<file path="src/rtl/ccff_loader_pkg.sv">
// Shared types and constants for the ccff configuration-chain loader.
package ccff_loader_pkg;

  typedef enum logic [2:0] {
    ST_IDLE     = 3'd0,
    ST_FETCH    = 3'd1,
    ST_SHIFT_LO = 3'd2,
    ST_SHIFT_HI = 3'd3,
    ST_PUSH     = 3'd4,
    ST_DONE     = 3'd5
  } ccff_state_t;

  localparam logic OP_LOAD     = 1'b0;
  localparam logic OP_READBACK = 1'b1;

  // Position of a stream bit inside its byte.
  function automatic logic [2:0] bit_index(input logic [31:0] n);
    return n[2:0];
  endfunction

endpackage

</file>
<file path="src/rtl/ccff_byte_shifter.sv">
// Byte staging register for the chain loader, plus the bit-counter
// comparisons (byte wrap, last bit, end of chain) the FSM steers on.
module ccff_byte_shifter
  import ccff_loader_pkg::*;
#(
  parameter int CHAIN_LEN = 11,
  parameter int CW        = $clog2(CHAIN_LEN + 1)
) (
  input  logic          clk_i,
  input  logic          rst_i,
  input  logic          clr_i,
  input  logic          load_i,
  input  logic [7:0]    load_data_i,
  input  logic          wr_bit_i,
  input  logic [2:0]    wr_idx_i,
  input  logic          wr_val_i,
  input  logic [2:0]    rd_idx_i,
  output logic          rd_bit_o,
  output logic [7:0]    byte_o,
  input  logic [CW-1:0] cnt_i,
  output logic [CW-1:0] cnt_inc_o,
  output logic [2:0]    idx_o,
  output logic [2:0]    idx_inc_o,
  output logic          inc_last_o,
  output logic          inc_wrap_o,
  output logic          at_end_o
);

  logic [7:0]  byte_q;
  logic [7:0]  byte_d;
  logic [7:0]  base_s;
  logic [7:0]  bit_mask_s;
  logic [7:0]  wr_byte_s;
  logic [31:0] cnt_ext_s;
  logic [31:0] inc_ext_s;

  // Counter comparisons done at 32 bits so every CHAIN_LEN works.
  always_comb begin
    cnt_ext_s  = 32'(cnt_i);
    inc_ext_s  = cnt_ext_s + 32'd1;
    cnt_inc_o  = inc_ext_s[CW-1:0];
    idx_o      = bit_index(cnt_ext_s);
    idx_inc_o  = bit_index(inc_ext_s);
    inc_last_o = (inc_ext_s == 32'(CHAIN_LEN));
    inc_wrap_o = (bit_index(inc_ext_s) == 3'd0);
    at_end_o   = (cnt_ext_s == 32'(CHAIN_LEN));
  end

  // A clear may be combined with a bit write: the write lands in the cleared byte.
  always_comb begin
    base_s     = clr_i ? 8'h00 : byte_q;
    bit_mask_s = 8'h01 << wr_idx_i;
    wr_byte_s  = wr_bit_i ? ((base_s & ~bit_mask_s) | (wr_val_i ? bit_mask_s : 8'h00))
                          : base_s;
    byte_d     = load_i ? load_data_i : wr_byte_s;
  end

  always_ff @(posedge clk_i or posedge rst_i) begin
    if (rst_i) begin
      byte_q <= 8'h00;
    end else begin
      byte_q <= byte_d;
    end
  end

  assign rd_bit_o = byte_q[rd_idx_i];
  assign byte_o   = byte_q;

endmodule

</file>
<file path="src/rtl/ccff_chain_loader.sv">
// Bit-serial writer/reader for a ccff_head -> ccff_tail configuration chain,
// with a locally generated chain clock and rotate-through readback.
module ccff_chain_loader
  import ccff_loader_pkg::*;
#(
  parameter int CHAIN_LEN = 11
) (
  input  logic       prog_clk,
  input  logic       prog_reset,
  input  logic       cmd_valid,
  output logic       cmd_ready,
  input  logic       cmd_op,
  input  logic [7:0] wr_data,
  input  logic       wr_valid,
  output logic       wr_ready,
  output logic [7:0] rd_data,
  output logic       rd_valid,
  input  logic       rd_ready,
  output logic       chain_clk,
  output logic       chain_head,
  input  logic       chain_tail,
  output logic       busy,
  output logic       done
);

  localparam int CW = $clog2(CHAIN_LEN + 1);

  ccff_state_t   state_q;
  ccff_state_t   state_d;
  logic          op_q;
  logic          op_d;
  logic [CW-1:0] bitcnt_q;
  logic [CW-1:0] bitcnt_d;
  logic          chain_head_q;
  logic          chain_head_d;
  logic          chain_clk_q;
  logic          cmd_ready_q;
  logic          wr_ready_q;
  logic          rd_valid_q;
  logic          busy_q;
  logic          done_q;

  logic          sh_clr_s;
  logic          sh_load_s;
  logic          sh_wr_bit_s;
  logic [2:0]    sh_wr_idx_s;
  logic          sh_wr_val_s;
  logic          rd_bit_s;
  logic [7:0]    byte_s;
  logic [CW-1:0] cnt_inc_s;
  logic [2:0]    idx_s;
  logic [2:0]    idx_inc_s;
  logic          inc_last_s;
  logic          inc_wrap_s;
  logic          at_end_s;

  ccff_byte_shifter #(
    .CHAIN_LEN (CHAIN_LEN),
    .CW        (CW)
  ) u_shifter (
    .clk_i       (prog_clk),
    .rst_i       (prog_reset),
    .clr_i       (sh_clr_s),
    .load_i      (sh_load_s),
    .load_data_i (wr_data),
    .wr_bit_i    (sh_wr_bit_s),
    .wr_idx_i    (sh_wr_idx_s),
    .wr_val_i    (sh_wr_val_s),
    .rd_idx_i    (idx_inc_s),
    .rd_bit_o    (rd_bit_s),
    .byte_o      (byte_s),
    .cnt_i       (bitcnt_q),
    .cnt_inc_o   (cnt_inc_s),
    .idx_o       (idx_s),
    .idx_inc_o   (idx_inc_s),
    .inc_last_o  (inc_last_s),
    .inc_wrap_o  (inc_wrap_s),
    .at_end_o    (at_end_s)
  );

  // The head bit for the next shift is registered on entry to SHIFT_LO, so it
  // is stable for a full low phase before chain_clk rises in SHIFT_HI.
  always_comb begin
    state_d      = state_q;
    op_d         = op_q;
    bitcnt_d     = bitcnt_q;
    chain_head_d = chain_head_q;
    sh_clr_s     = 1'b0;
    sh_load_s    = 1'b0;
    sh_wr_bit_s  = 1'b0;
    sh_wr_idx_s  = 3'd0;
    sh_wr_val_s  = 1'b0;
    case (state_q)
      ST_IDLE: begin
        if (cmd_valid) begin
          op_d     = cmd_op;
          bitcnt_d = {CW{1'b0}};
          if (cmd_op == OP_LOAD) begin
            state_d = ST_FETCH;
          end else begin
            state_d      = ST_SHIFT_LO;
            sh_clr_s     = 1'b1;
            sh_wr_bit_s  = 1'b1;
            sh_wr_idx_s  = 3'd0;
            sh_wr_val_s  = chain_tail;
            chain_head_d = chain_tail;
          end
        end else begin
          state_d = ST_IDLE;
        end
      end
      ST_FETCH: begin
        if (wr_valid) begin
          sh_load_s    = 1'b1;
          state_d      = ST_SHIFT_LO;
          chain_head_d = wr_data[idx_s];
        end else begin
          state_d = ST_FETCH;
        end
      end
      ST_SHIFT_LO: begin
        state_d = ST_SHIFT_HI;
      end
      ST_SHIFT_HI: begin
        bitcnt_d = cnt_inc_s;
        if (inc_last_s) begin
          state_d = (op_q == OP_LOAD) ? ST_DONE : ST_PUSH;
        end else if (inc_wrap_s) begin
          state_d = (op_q == OP_LOAD) ? ST_FETCH : ST_PUSH;
        end else begin
          state_d = ST_SHIFT_LO;
          if (op_q == OP_LOAD) begin
            chain_head_d = rd_bit_s;
          end else begin
            chain_head_d = chain_tail;
            sh_wr_bit_s  = 1'b1;
            sh_wr_idx_s  = idx_inc_s;
            sh_wr_val_s  = chain_tail;
          end
        end
      end
      ST_PUSH: begin
        if (rd_ready) begin
          sh_clr_s = 1'b1;
          if (at_end_s) begin
            state_d = ST_DONE;
          end else begin
            state_d      = ST_SHIFT_LO;
            sh_wr_bit_s  = 1'b1;
            sh_wr_idx_s  = idx_s;
            sh_wr_val_s  = chain_tail;
            chain_head_d = chain_tail;
          end
        end else begin
          state_d = ST_PUSH;
        end
      end
      ST_DONE: begin
        state_d = ST_IDLE;
      end
      default: begin
        state_d = ST_IDLE;
      end
    endcase
  end

  // Status outputs are decoded from the next state so they are plain flops.
  always_ff @(posedge prog_clk or posedge prog_reset) begin
    if (prog_reset) begin
      state_q      <= ST_IDLE;
      op_q         <= OP_LOAD;
      bitcnt_q     <= {CW{1'b0}};
      chain_head_q <= 1'b0;
      chain_clk_q  <= 1'b0;
      cmd_ready_q  <= 1'b1;
      wr_ready_q   <= 1'b0;
      rd_valid_q   <= 1'b0;
      busy_q       <= 1'b0;
      done_q       <= 1'b0;
    end else begin
      state_q      <= state_d;
      op_q         <= op_d;
      bitcnt_q     <= bitcnt_d;
      chain_head_q <= chain_head_d;
      chain_clk_q  <= (state_d == ST_SHIFT_HI);
      cmd_ready_q  <= (state_d == ST_IDLE);
      wr_ready_q   <= (state_d == ST_FETCH);
      rd_valid_q   <= (state_d == ST_PUSH);
      busy_q       <= (state_d != ST_IDLE);
      done_q       <= (state_d == ST_DONE);
    end
  end

  assign cmd_ready  = cmd_ready_q;
  assign wr_ready   = wr_ready_q;
  assign rd_valid   = rd_valid_q;
  assign rd_data    = byte_s;
  assign chain_clk  = chain_clk_q;
  assign chain_head = chain_head_q;
  assign busy       = busy_q;
  assign done       = done_q;

endmodule

</file>
<file path="config.mk">
export PLATFORM = sky130hd
export DESIGN_NAME = ccff_chain_loader
export DESIGN_NICKNAME = d
export VERILOG_FILES = /design/src/rtl/ccff_loader_pkg.sv /design/src/rtl/ccff_byte_shifter.sv /design/src/rtl/ccff_chain_loader.sv
export SDC_FILE = /design/constraint.sdc
export NUM_CORES = 1
export LEC_CHECK = 0
export ABC_AREA = 1
export BUFFER_PORTS_ARGS = -buffer_cell sky130_fd_sc_hd__buf_2
export CAP_MARGIN = 20
export CORE_MARGIN = 3
export CORE_UTILIZATION = 50
export DETAILED_ROUTE_END_ITERATION = 16
export PLACE_DENSITY_LB_ADDON = 0.08
export SLEW_MARGIN = 5
export SYNTH_ARGS = -nofsm -noshare
export SYNTH_HDL_FRONTEND = slang
export SYNTH_SLANG_ARGS = --single-unit
</file>
<file path="constraint.sdc">
create_clock -name prog_clk -period 2 [get_ports prog_clk]
set_input_delay 0.1 -clock prog_clk [delete_from_list [all_inputs] [get_ports prog_clk]]
set_output_delay 0.1 -clock prog_clk [all_outputs]
set_load 0.005 [all_outputs]
</file>
==> impl_metrics.ini <==
[timing]
fmax_mhz = 545
maxSlewHeadroom_pct = 73.2
skew_ps = 2.82
period_share_pct = 91.8
slew_violations = 0
tns_ps = 0
finalHoldViolCount = 0
worstMarginPinSlew_ps = 402
layout_min_cycle_time_ps = 1840
setup_violations = 0

[routing]
dr.pass1.iters = 4
route.detailed.wl_per_inst_um = 13.1
vias = 1649
ant_nets = 0
drc_errors = 0
wirelength_um = 4140
initialDrtViolationCount = 114
vias_per_cell = 5.22

[logic_synthesis]
ys_seq_elements = 23
synth_top_area_share_pct = 34.5
synthCells = 229
synth_top_area_cell = dfrtp_1
synth.avg_cell_area_um2 = 6.97
yosysMostFrequentCell = nand2_1
synth_area_um2 = 1600
synth_edf_count = 0
synth_area_leaders = dfrtp_1, nand2_1, nand3_1
ys_warn_count = 0
synthFlopType = dfrtp_1
synth_cell_types = 28
synth_fp_nets = 247
async_flop_share_pct = 100
synth_commonest_cells = nand2_1, inv_1, nor2_1, nand3_1, dfrtp_1
ys_seq_area_share_pct = 36.1

[worst_hold_path]
min_path_type = in2reg
min_path_cells = 3

[global_route]
gr-total-overflow = 0
grt_start_max_net_pins = 24
antenna_found_initial = 0
grt_pass1_wl_um = 6820
first_global_vias = 1475
track_usage_pct = 21.6

[power]
power_density_nw_per_um2 = 1280
total_power_mw = 2.47
irDropWorstVdd_mv = 0.888
p_leak_nw = 1.02

[floorplan]
rows = 19
die_h_um = 62.5
io_pins = 30
start_util_pct = 55.0
die-area_um2 = 3910
coreArea_um2 = 2900
dieWidth_um = 62.5

[critical_path]
worstSetupPathType = reg2reg
cp_max_fo = 6
crit_required_ps = 2240
r2r_setup_slack_ps = 160
end_kind = flip-flop
endpoint = rd_valid$_DFF_PP0_
reg2regPathDepth = 9
timing.rr.start = bitcnt_q[0]$_DFFE_PP0P_
crit_path_start_kind = flip-flop
reg2reg_to = rd_valid$_DFF_PP0_
crit_arrival_ps = 2080
startpoint = bitcnt_q[0]$_DFFE_PP0P_

[clock_tree]
h-tree-depth = 1
cts.sinks = 23
clock-root-buffer = clkbuf_4
clockBufferDepth = 2
cts_tree = yes
clock_latency_ps = 310
cts_buffers = 3
clkTransAtPathRegs_ps = 130

[finish]
diodes = 0
final_util_pct = 66.6
fin_cells = 316
num-fill-cells = 270
seq_area_um2 = 578
nets = 293
largest_reg_flops = 8
area_growth_pct = 20.9
multi_input_area_um2 = 892
drive_above_1_share_pct = 26.6

[place]
portBuffers = 29
dp.cells = 305
dp_hpwl_um = 3220
place.gp.congestion = 0.941

[status]
status = complete, no violations

[run]
maxCapViolCount = 0
-- routing by layer --
metal	track usage [%]	up-vias	routed length (um)
met5	0	-	0
met4	6.61	0	60
met3	2.88	7	371
met2	32.0	67	1780
met1	32.3	752	1920
li1	-	823	-
-- critical path, stage by stage (launching register included) --
cell,delay [ps]
dfrtp_1,430
ha_2,230
inv_1,40
nand2_1,80
nand2_2,90
nor2_2,100
nand2_2,100
o21ai_0,330
nor2_1,160
nor3_1,200
-- metrics by stage --
| step | setup WS (ps) | cell area (um^2) | hold WS (ps) |
|---|---|---|---|
| after floorplan | 228 | 1600 | 101 |
| after global placement | 163 | 1830 | 156 |
| after detailed placement | 121 | 1830 | 160 |
| after CTS | 102 | 1890 | 1.27 |
| after global routing | -22.2 | 1930 | 11.1 |
| final | 164 | 1930 | 2.11 |
-- cell type report --
type	count	share of cell area, %
sequential	23	29.9
clock buffer	3	1.17
inverter	34	6.74
clock inverter	1	0.259
tap	42	2.72
timing repair buffer	42	13.0
multi-input combinational	171	46.2
-- layout by cell type (no fill, tap or decap), drive strengths merged, types with 2 or more instances in the layout --
| cell type | Yosys | routed |
|---|---|---|
| nor2 | 34 | 34 |
| buf | 1 | 39 |
| nand4 | 2 | 2 |
| ha | 3 | 3 |
| nor3 | 4 | 4 |
| clkinv | 1 | 2 |
| nand3 | 24 | 24 |
| a21oi | 7 | 7 |
| o21ai | 19 | 19 |
| dlygate4sd3 | 0 | 3 |
| o211ai | 2 | 2 |
| dfrtp | 22 | 22 |
| clkbuf | 0 | 3 |
| o22ai | 2 | 2 |
| nand2 | 70 | 70 |
| inv | 33 | 33 |
-- repair_timing --
item,CTS,global route
gates resized for setup,0,3
hold buffers,3,0
setup buffers,0,4
setup endpoints to repair,0,11
hold endpoints to repair,24,0
-- report_power, final --
part,total [mW],switching (mW),internal [mW]
clock network,0.220,0.145,0.0749
logic,1.47,0.913,0.558
registers,0.781,0.132,0.650
-- how the worst min path moves through the flow --
stage / startpoint / end
final: wr_data[4] / u_shifter.byte_o[4]$_DFF_PP0_
after global routing: wr_data[4] / u_shifter.byte_o[4]$_DFF_PP0_
after CTS: wr_data[4] / u_shifter.byte_o[4]$_DFF_PP0_
after detailed placement: prog_reset / u_shifter.byte_o[1]$_DFF_PP0_
after global placement: prog_reset / u_shifter.byte_o[4]$_DFF_PP0_
after floorplan: prog_reset / bitcnt_q[0]$_DFFE_PP0P_
-- cell families (layout without fill, tap and decap cells) --
group,Yosys count,count (layout),share of synthesized area [%]
simple gates,134,134,40.4
buf+inv,35,80,8.46
compound gates,34,34,12.7
flops,23,23,36.1
fa+ha+maj,3,3,2.35
No activity file was read; power rests on OpenSTA's default activity.
